### src/rtl/word_serial_ctrl.sv
// word_serial_ctrl: sequencing controller for the word-cluster datapath.
//
// Accepts one BUS_WIDTH bus word over a valid/ready handshake and presents its
// WORDS sub-words on word_bus, most significant first, one per cycle. The
// datapath error flag is sampled alongside each word. Each bus word ends with
// a one-cycle done pulse that carries an OR-ed error status. After ERR_MAX
// consecutive failed bus words the controller halts until reset.
//
// Ports:
//   clk, reset           rising-edge clock, synchronous active-high reset
//   data_in, valid_in    bus word and its valid (source holds until accepted)
//   ready_out            controller accepts data_in this cycle
//   word_bus, word_valid current word to the datapath (zero when not valid)
//   word_err             datapath error for the word currently on word_bus
//   data_out             last completed bus word, held until next completion
//   done, word_fail      completion pulse and its error status
//   err_count            consecutive failed bus word count (saturating)
//   error                sticky halt flag
//
// Every output is a register, so there is no combinational input-to-output path.
module word_serial_ctrl #(
  parameter int unsigned BUS_WIDTH  = 32,
  parameter int unsigned WORD_WIDTH = 8,
  parameter int unsigned WORDS      = 4,
  parameter int unsigned ERR_MAX    = 3
) (
  input  logic                  clk,
  input  logic                  reset,
  input  logic [BUS_WIDTH-1:0]  data_in,
  input  logic                  valid_in,
  output logic                  ready_out,
  output logic [WORD_WIDTH-1:0] word_bus,
  output logic                  word_valid,
  input  logic                  word_err,
  output logic [BUS_WIDTH-1:0]  data_out,
  output logic                  done,
  output logic                  word_fail,
  output logic [2:0]            err_count,
  output logic                  error
);

  localparam int unsigned   IdxW    = (WORDS > 1) ? $clog2(WORDS) : 1;
  localparam logic [IdxW-1:0] IdxLast = IdxW'(WORDS - 1);
  localparam logic [2:0]    ErrMax  = 3'(ERR_MAX);

  typedef enum logic [1:0] {StIdle, StSend, StDone, StHalt} state_e;

  state_e               state_q;
  logic [BUS_WIDTH-1:0] shreg_q;
  logic [IdxW-1:0]      index_q;
  logic                 fail_acc_q;

  logic                  load;
  logic                  fail_now;
  logic [2:0]            err_next;
  logic [IdxW-1:0]       index_dec;
  logic [WORD_WIDTH-1:0] first_word;
  logic [WORD_WIDTH-1:0] next_word;

  always_comb begin
    // ready_out is only ever high in IDLE or in a non-halting DONE cycle.
    load       = valid_in && ready_out;
    fail_now   = fail_acc_q | word_err;
    err_next   = fail_now ? ((err_count == ErrMax) ? ErrMax : err_count + 3'd1) : 3'd0;
    index_dec  = index_q - IdxW'(1);
    first_word = data_in[BUS_WIDTH-1 -: WORD_WIDTH];
    next_word  = shreg_q[int'(index_dec) * WORD_WIDTH +: WORD_WIDTH];
  end

  always_ff @(posedge clk) begin
    if (reset) begin
      state_q    <= StIdle;
      shreg_q    <= '0;
      index_q    <= IdxLast;
      fail_acc_q <= 1'b0;
      ready_out  <= 1'b1;
      word_bus   <= '0;
      word_valid <= 1'b0;
      data_out   <= '0;
      done       <= 1'b0;
      word_fail  <= 1'b0;
      err_count  <= 3'd0;
      error      <= 1'b0;
    end else begin
      // Pulse-style outputs default low; word_bus is zero whenever not valid.
      done       <= 1'b0;
      word_fail  <= 1'b0;
      word_valid <= 1'b0;
      word_bus   <= '0;

      unique case (state_q)
        StIdle, StDone: begin
          if (state_q == StDone && err_count == ErrMax) begin
            state_q   <= StHalt;
            error     <= 1'b1;
            ready_out <= 1'b0;
          end else if (load) begin
            // First word goes out the cycle after the accept edge.
            shreg_q    <= data_in;
            index_q    <= IdxLast;
            fail_acc_q <= 1'b0;
            state_q    <= StSend;
            ready_out  <= 1'b0;
            word_valid <= 1'b1;
            word_bus   <= first_word;
          end else begin
            state_q   <= StIdle;
            ready_out <= 1'b1;
          end
        end

        StSend: begin
          fail_acc_q <= fail_now;
          if (index_q == '0) begin
            state_q   <= StDone;
            done      <= 1'b1;
            word_fail <= fail_now;
            data_out  <= shreg_q;
            err_count <= err_next;
            // Reaching the limit blocks the DONE-cycle accept.
            ready_out <= (err_next != ErrMax);
          end else begin
            index_q    <= index_dec;
            word_valid <= 1'b1;
            word_bus   <= next_word;
          end
        end

        StHalt: begin
          // Sticky until reset; data_out and err_count hold.
        end

        default: begin
          state_q   <= StIdle;
          ready_out <= 1'b1;
        end
      endcase
    end
  end

endmodule
### config.mk
export PLATFORM = sky130hd
export DESIGN_NAME = word_serial_ctrl
export DESIGN_NICKNAME = d
export VERILOG_FILES = /design/src/rtl/word_serial_ctrl.sv
export SDC_FILE = /design/constraint.sdc
export NUM_CORES = 1
export LEC_CHECK = 0
export CAP_MARGIN = 30
export CORE_AREA = 3 3 88 90
export CTS_CLUSTER_DIAMETER = 200
export DETAILED_ROUTE_END_ITERATION = 12
export DIE_AREA = 0 0 91 93
export MAX_ROUTING_LAYER = met4
export PLACE_DENSITY = 0.78
export RECOVER_POWER = 100
export SLEW_MARGIN = 0
export SYNTH_ARGS = -nofsm -noshare
export SYNTH_HDL_FRONTEND = slang
export SYNTH_SLANG_ARGS = --single-unit
export TNS_END_PERCENT = 1
### constraint.sdc
create_clock -name clk -period 2.1 [get_ports clk]
set_input_delay 0.42 -clock clk [delete_from_list [all_inputs] [get_ports clk]]
set_output_delay 0.42 -clock clk [all_outputs]
set_load 0.02 [all_outputs]
==> results of run 1 <==
## final cells by class
cell class              count  share of cell area (%)
clock buffers               9                   2.761
clock inverters             7                   2.733
inverters                   4                  0.3346
multi-input cells         256                   33.13
flip-flops and latches     85                   37.93
well taps                  99                   2.761
repair buffers             94                   20.36
## logic make-up (layout without fill, tap and decap cells)
kind of cell / count (synthesis) / count (layout)
compound gates: 125 / 125
fa+ha+maj: 2 / 2
buf+inv: 39 / 114
flops: 85 / 85
mux: 8 / 8
simple gates: 121 / 121
## flip-flops by register name (all words and copies together) (netlist names), 2 cells and up
signal	cells
data_out	32
err_count	3
index_q	2
shreg_q	32
state_q	2
word_bus	8
## layout by cell type (no fill, tap or decap), drive strengths merged, types with 2 or more instances in the layout
cell type       n
a211o           2
clkinvlp        2
bufinv          3
ha              2
o21ai          36
clkdlybuf4s50  34
nand2b          4
nand3b          4
dlygate4sd3    48
clkbuf         12
nand3          32
buf             9
a21oi          73
nor3            2
inv             5
nand2          67
nor2            4
dfxtp          85
a22o            8
and3b           4
mux4            8
## power by group
group / internal, mW / switching [mW] / leakage, nW / total, mW
Clock: 0.796 / 0.601 / 0.116 / 1.40
Combinational: 0.179 / 0.174 / 0.914 / 0.352
Sequential: 1.67 / 0.0503 / 0.691 / 1.72
Total: 2.64 / 0.825 / 1.72 / 3.47
## final timing paths
check / depth (start not counted) / slack (ns) / to / start
max: 1 / 0.20 / ready_out / ready_out
min: 2 / 0.45 / data_out[2] / data_out[2]
max reg2reg: 6 / 0.33 / shreg_q[11] / err_count[0]
min reg2reg: 2 / 0.45 / data_out[2] / data_out[2]
## per-stage QoR
step	power [mW]	cells	worst slack [ns]	utilization (%)	area, µm²
after floorplan	1.968	380	0.3172	-	3450
after global placement	2.111	538	0.2071	59.85	4272
final	3.469	554	0.1974	62.87	4487
after detailed placement	2.116	538	0.1522	59.85	4272
after global routing	3.584	554	0.1347	62.87	4487
after CTS	3.491	554	0.2396	63.31	4518
## per-layer routing
metal	global-route usage (%)	wire (µm)
met1	28.64	3948
met2	34.03	4264
met3	3.781	480
met4	6.407	99
met5	-	0
==> impl_metrics.ini, run 1 <==
[run_status]
status = finished, final reports clean

[yosys]
synth_cells = 380
yosysTopAreaCell = dfxtp_1
yosys.area_share.simple_pct = 17.99
synth.cell_area_um2 = 3450
synth_most_common_cell = dfxtp_1
seq_area_frac_synth_pct = 49.33
ys_ff_latch = 85
synth_nets = 418
yosysUniqueCellTypes = 34
synth_xor_area_share_pct = 0
synth_top_family_by_area = compound AO/OA/AOI/OAI gates
async_flop_share_pct = 0
ys_warn_count = 0
synth-adder-area-share_pct = 0.7254
synth_mux_area_share_pct = 5.223
synth_compound_area_share_pct = 19.84
avgSynthCellArea_um2 = 9.078
yosys-top-cells-count = dfxtp_1, a21oi_1, nand2_1
synth_enable_flop_cells = 0
synth.area.top_cells = dfxtp_1, a21oi_1, nand2_1
synthFlopType = dfxtp_1
synth.top_cell.area_share_pct = 49.33

[critical_path]
crit_fanout = 5
end_kind = primary output
slowest_stage = dlygate4sd3_1
critPathBufInv = 1
crit_required_ns = 1.68
cp.arrival_ns = 1.48
crit_type = reg -> out
critPathLaunchType = flip-flop
crit_family = buffers and inverters
critical_path.cell_chain = dlygate4sd3_1
critPathMaxStageDelay_ns = 0.71

[final_layout]
final_nets = 488
syn_to_final_growth_pct = 30.07
n_antenna_cell = 0
seq_area_um2 = 1702
fill_cells = 619
drive_gt1_share_pct = 9.011
multi_input_area_um2 = 1486

[clock_tree]
root_buffer = clkbuf_8
cts_resized = 0
cts.sinks = 85
cts.hold.buffers_added = 0
clock_path_buffers = 2
cts_max_level = 3
cts_tree = yes
clk_pin_slew_ns = 0.08
clk_latency_ns = 0.35
cts_buffers = 9
cts_setup_buffers = 0

[global_routing]
globalRouteOverflowTotal = 0
grt_max_degree = 36
track_usage_pct = 21.56
grt_pass1_vias = 2849
antenna_found_initial = 0
grt_pass1_wl_um = 14270

[detailed_routing]
vias = 3062
drcViolationCount = 0
drt_iter0_drc = 247
ant_nets = 0
routedWlPerCell_um = 15.87
first_pass_iters = 5
vias_per_cell = 5.527
wl_um = 8792

[placement]
port-buffer-count = 83
dp_hpwl_um = 6009
globalplace.congestion = 0.8595

[floorplanning]
fp.dieH_um = 93
io_pins = 84
num_rows = 31
die_w_um = 91
core_area_um2 = 7137
initial_core_util_pct = 48.33
dieArea_um2 = 8463

[sta]
hold_violations = 0
holdWs_ns = 0.4541
worst_clock_skew_ns = 0.007546
worstMarginPinSlew_ns = 0.7377
timing.final.crit_share_pct = 90.60
setup_tns_ns = 0
setup_viol = 0
maxSlewViolCount = 0
fmax_mhz = 525.6
period_minus_slack_ns = 1.903
worst_slew_margin_rel_pct = 50.82
rsz0062_at_grt = no

[power_and_ir_drop]
power_leakage_nw = 1.721
powerDensity_nw_per_um2 = 773.2
peakVddDrop_mv = 0.5882

[run]
maxCapViolCount = 0

[min_path]
min_path_type = reg -> reg
No activity file was read; power rests on OpenSTA's default activity.
==> run 2, diff against run 1 <==
- MAX_ROUTING_LAYER: met4 -> unset
==> run 2 against run 1 <==
Worst hold slack got worse by 0.0015 ns. Clock skew increased by 0.0022 ns. Combinational power about the same. Die area unchanged. Cell count unchanged. Utilization decreased by 0.68 points. Sequential power about the same.
==> impl_metrics.ini, run 2 (synthesized netlist as in run 1, its figures left out) <==
[floorplanning]
die_w_um = 91
initial_core_util_pct = 48.33
dieArea_um2 = 8463
io_pins = 84
num_rows = 31
core_area_um2 = 7137
fp.dieH_um = 93

[clock_tree]
clock_path_buffers = 2
clk_pin_slew_ns = 0.09
cts.sinks = 85
cts_tree = yes
cts.hold.buffers_added = 0
clk_latency_ns = 0.36
cts_max_level = 3
root_buffer = clkbuf_8
cts_setup_buffers = 0
cts_buffers = 9
cts_resized = 0

[power_and_ir_drop]
power_leakage_nw = 1.710
powerDensity_nw_per_um2 = 730.9
peakVddDrop_mv = 0.4145
fin_total_pwr_mw = 3.244

[critical_path]
path_depth = 1
crit_family = buffers and inverters
critPathLaunchType = flip-flop
critical_path.cell_chain = dlygate4sd3_1
worstRegToRegCells = 6
cp.arrival_ns = 1.49
crit_start = ready_out
slowest_stage = dlygate4sd3_1
crit_required_ns = 1.68
cp-endpoint = ready_out
r2r_start = err_count[0]
critPathMaxStageDelay_ns = 0.70
r2r-end = shreg_q[7]
end_kind = primary output
critPathBufInv = 1
crit_fanout = 5
r2r_setup_slack_ns = 0.36
crit_type = reg -> out

[final_layout]
fill_cells = 683
reg_top3 = data_out: 32 flops, shreg_q: 32 flops, word_bus: 8 flops
utilization_pct = 62.18
final_common_cell = dfxtp_1
n_antenna_cell = 0
layout_common_cells = dfxtp_1, a21oi_1, nand2_1
final_nets = 488
stdcell_area_um2 = 4438
drive_gt1_share_pct = 9.011
syn_to_final_growth_pct = 28.65

[detailed_routing]
first_pass_iters = 5
ant_nets = 0
drt_iter0_drc = 193
vias_per_cell = 5.460
drcViolationCount = 0
wl_um = 8674
routedWlPerCell_um = 15.66
vias = 3025

[sta]
holdWs_ns = 0.4526
worst_clock_skew_ns = 0.009770
hold_violations = 0
rsz0062_at_grt = no
maxSlewViolCount = 0
setup_tns_ns = 0
setup_viol = 0
fmax_mhz = 522.8
worst_slew_margin_rel_pct = 51.42
worstMarginPinSlew_ns = 0.7288
period_minus_slack_ns = 1.913
timing.final.crit_share_pct = 91.08

[global_routing]
track_usage_pct = 21.23
globalRouteOverflowTotal = 0
grt_pass1_vias = 2867
grt_pass1_wl_um = 14170
grt_max_degree = 36
antenna_found_initial = 0

[placement]
dp_hpwl_um = 5951
port-buffer-count = 83
globalplace.congestion = 0.8609
dpl-instance-area_um2 = 4272

[min_path]
min_path_type = reg -> reg
holdPathStages = 2

[run]
maxCapViolCount = 0

[run_status]
status = finished, final reports clean
[run 2: changes by cell type in the layout (fill, tap and decap cells not counted)]
cell,before,now
bufinv_16,3,1
clkdlybuf4s50_1,34,33
clkinv_2,0,3
clkinvlp_4,2,0
dlygate4sd3_1,48,49
inv_8,0,1
[run 2: worst min-delay path by stage]
| stage | end | start | slack, ns |
|---|---|---|---|
| 2_1_floorplan | data_out[14] | shreg_q[14] | 0.44 |
| 3_3_place_gp | data_out[26] | data_out[26] | 0.44 |
| 3_5_place_dp | data_out[26] | data_out[26] | 0.45 |
| 4_1_cts | data_out[26] | data_out[26] | 0.46 |
| 5_1_grt | data_out[22] | data_out[22] | 0.48 |
| 6_report | data_out[26] | data_out[26] | 0.45 |
[run 2: metrics by stage]
stage,setup slack (ns),std cells
finish,0.1873,554
floorplan,0.3172,380
CTS,0.2302,554
global route,0.1260,554
detailed placement,0.1520,538
global placement,0.2077,538
[run 2: layer usage]
layer	vias up	global-route usage (%)	share of wire, %
li1	1482	-	-
met1	1405	28.73	44
met2	119	32.56	47
met3	19	5.229	6.5
met4	0	8.794	2.5
met5	-	0	0
[run 2: worst min-delay path, cell delays in order (launching register included)]
cell	delay (ns)
dfxtp_1	0.31
nand2_1	0.05
a21oi_1	0.05
[run 2: report_power, final]
| group | internal [mW] | switching, mW | total (mW) | leakage (nW) |
|---|---|---|---|---|
| clock | 0.558 | 0.614 | 1.17 | 0.105 |
| sequential | 1.67 | 0.0499 | 1.72 | 0.691 |
| combinational | 0.178 | 0.174 | 0.352 | 0.914 |
| total | 2.41 | 0.838 | 3.24 | 1.71 |
[run 2: final cells by class]
class | instances | area, µm² | area share, %
Timing Repair Buffer | 94 | 913.4 | 20.58
Tap cell | 99 | 123.9 | 2.791
Clock buffer | 9 | 123.9 | 2.791
Sequential cell | 85 | 1702 | 38.34
Inverter | 4 | 15.01 | 0.3383
Multi-Input combinational cell | 256 | 1486 | 33.49
Clock inverter | 7 | 73.82 | 1.663
==> run 3, diff against run 2 <==
- CORE_AREA: 3 3 88 90 -> 3 3 79 81
- DIE_AREA: 0 0 91 93 -> 0 0 82 84
- DONT_BUFFER_PORTS: unset -> 1
- PLACE_DENSITY: 0.78 -> 0.76
==> run 3 against run 2 <==
Clock power decreased by 13%. Routed wire length shrank 6.8%. First-iteration DRC count rose by 43%. Largest cell class unchanged.
==> impl_metrics.ini, run 3 (synthesized netlist as in run 1, its figures left out) <==
[final_layout]
syn_to_final_growth_pct = 2.865
final_common_cell = dfxtp_1
final_nets = 404
n_antenna_cell = 0
reg_top3 = data_out: 32 flops, shreg_q: 32 flops, word_bus: 8 flops
drive_gt1_share_pct = 9.434
fill_cells = 477
layout_common_cells = dfxtp_1, a21oi_1, nand2_1

[min_path]
min_path_type = in -> reg
hp-start = reset
holdPathStages = 1
hold-path-endpoint = data_out[16]

[sta]
worstMarginPinSlew_ns = 0.7343
worst_slew_margin_rel_pct = 51.05
setup_tns_ns = 0
timing.final.crit_share_pct = 83.67
setup_viol = 0
holdWs_ns = 0.1322
fmax_mhz = 569.1
period_minus_slack_ns = 1.757
rsz0062_at_grt = no
worst_clock_skew_ns = 0.007460
maxSlewViolCount = 0
fin_ws_ns = 0.3428
hold_violations = 0

[detailed_routing]
routedWlPerCell_um = 18.24
drt_iter0_drc = 276
first_pass_iters = 4
ant_nets = 0
vias_per_cell = 6.124
vias = 2713
wl_um = 8081
drcViolationCount = 0

[floorplanning]
core_area_um2 = 5540
io_pins = 84
num_rows = 27
die_w_um = 82
initial_core_util_pct = 62.26
dieArea_um2 = 6888
fp.dieH_um = 84

[power_and_ir_drop]
p_seq_share_pct = 58.5
powerDensity_nw_per_um2 = 838.4
pwr-share-clk_pct = 34.4
p_int_mw = 2.234
power_frac_comb_pct = 7.0
fin_total_pwr_mw = 2.975
p_sw_mw = 0.7404
switching_share_pct = 24.89
power_leakage_nw = 1.242
peakVddDrop_mv = 0.5342

[clock_tree]
cts.sinks = 85
cts.hold.buffers_added = 0
cts_max_level = 3
cts_tree = yes
clk_latency_ns = 0.35
clk_pin_slew_ns = 0.08
cts_buffers = 9
root_buffer = clkbuf_8
cts_resized = 0
clock_path_buffers = 2
cts_setup_buffers = 0

[placement]
dpl_worst_slack_ns = 0.3996
globalplace.congestion = 0.8688
port-buffer-count = 0
dp_hpwl_um = 5447

[global_routing]
antenna_found_initial = 0
grt_max_degree = 80
track_usage_pct = 24.14
grt_pass1_wl_um = 12880
grt_pass1_vias = 2595
globalRouteOverflowTotal = 0

[run_status]
status = finished, final reports clean

[critical_path]
cp.arrival_ns = 2.05
crit_type = reg -> reg
end_kind = flip-flop
worstRegToRegCells = 4
crit_fanout = 14
slowest_stage = nor3_2
crit_required_ns = 2.40
critPathBufInv = 0
r2r_start = err_count[0]
critPathLaunchType = flip-flop
crit_family = simple AND/OR/NAND/NOR gates
r2r_setup_slack_ns = 0.34
critPathMaxStageDelay_ns = 0.52
r2r-end = word_bus[1]
critical_path.cell_chain = ha_1 -> and3b_1 -> nor3_2 -> a22o_1

[run]
maxCapViolCount = 0
[run 3: cell count changes in the layout (fill, tap and decap cells not counted), moves of 2 or more]
cell             previous run  this run
o21ai_1                     9         7
o21ai_0                    27        29
clkdlybuf4s50_1            33         0
buf_4                       7         4
clkbuf_1                    0         5
clkinv_2                    3         1
dlygate4sd3_1              49         0
[run 3: per-stage QoR]
stage	utilization, %	area [µm²]	std cells
after floorplan	-	3450	380
after global placement	61.45	3405	427
after detailed placement	61.45	3405	427
after CTS	64.52	3575	443
after global routing	64.05	3548	443
final	64.05	3548	443
[run 3: worst max-delay path by stage]
stage / startpoint / to / slack [ns] / cells after the start
after global routing: err_count[0] / word_bus[1] / 0.22 / 4
after floorplan: index_q[0] / word_bus[5] / 0.32 / 6
final: err_count[0] / word_bus[1] / 0.34 / 4
after detailed placement: err_count[0] / shreg_q[3] / 0.40 / 5
after global placement: err_count[0] / word_bus[1] / 0.47 / 4
after CTS: err_count[0] / shreg_q[3] / 0.39 / 5
[run 3: worst reg2reg max path: stages, from the launching register on]
cell and delay (ns):
dfxtp_1 0.32, ha_1 0.26, and3b_1 0.37, nor3_2 0.52, a22o_1 0.24
[run 3: power groups by stage]
stage	Combinational [mW]	Sequential [mW]	Clock (mW)
final	0.209	1.74	1.02
after global routing	0.230	1.75	1.11
after CTS	0.212	1.74	1.04
after detailed placement	0.211	1.78	0
after global placement	0.206	1.78	0
after floorplan	0.217	1.75	0
[run 3: area by class of cell]
| class | count | area, µm² | area share [%] |
|---|---|---|---|
| clock buffer | 13 | 148.9 | 4.196 |
| clock inverter | 3 | 21.27 | 0.5994 |
| inverter | 4 | 15.01 | 0.4231 |
| multi-input combinational | 256 | 1499 | 42.24 |
| sequential | 85 | 1702 | 47.95 |
| tap | 72 | 90.09 | 2.539 |
| timing repair buffer | 10 | 72.57 | 2.045 |
[run 3: per-layer routing]
metal	GRT usage (%)	part of all wire (%)	vias up
li1	-	-	1304
met1	31.25	42	1296
met2	36.66	48	103
met3	10.58	9.6	10
met4	6.042	0.84	0
met5	0	0	-
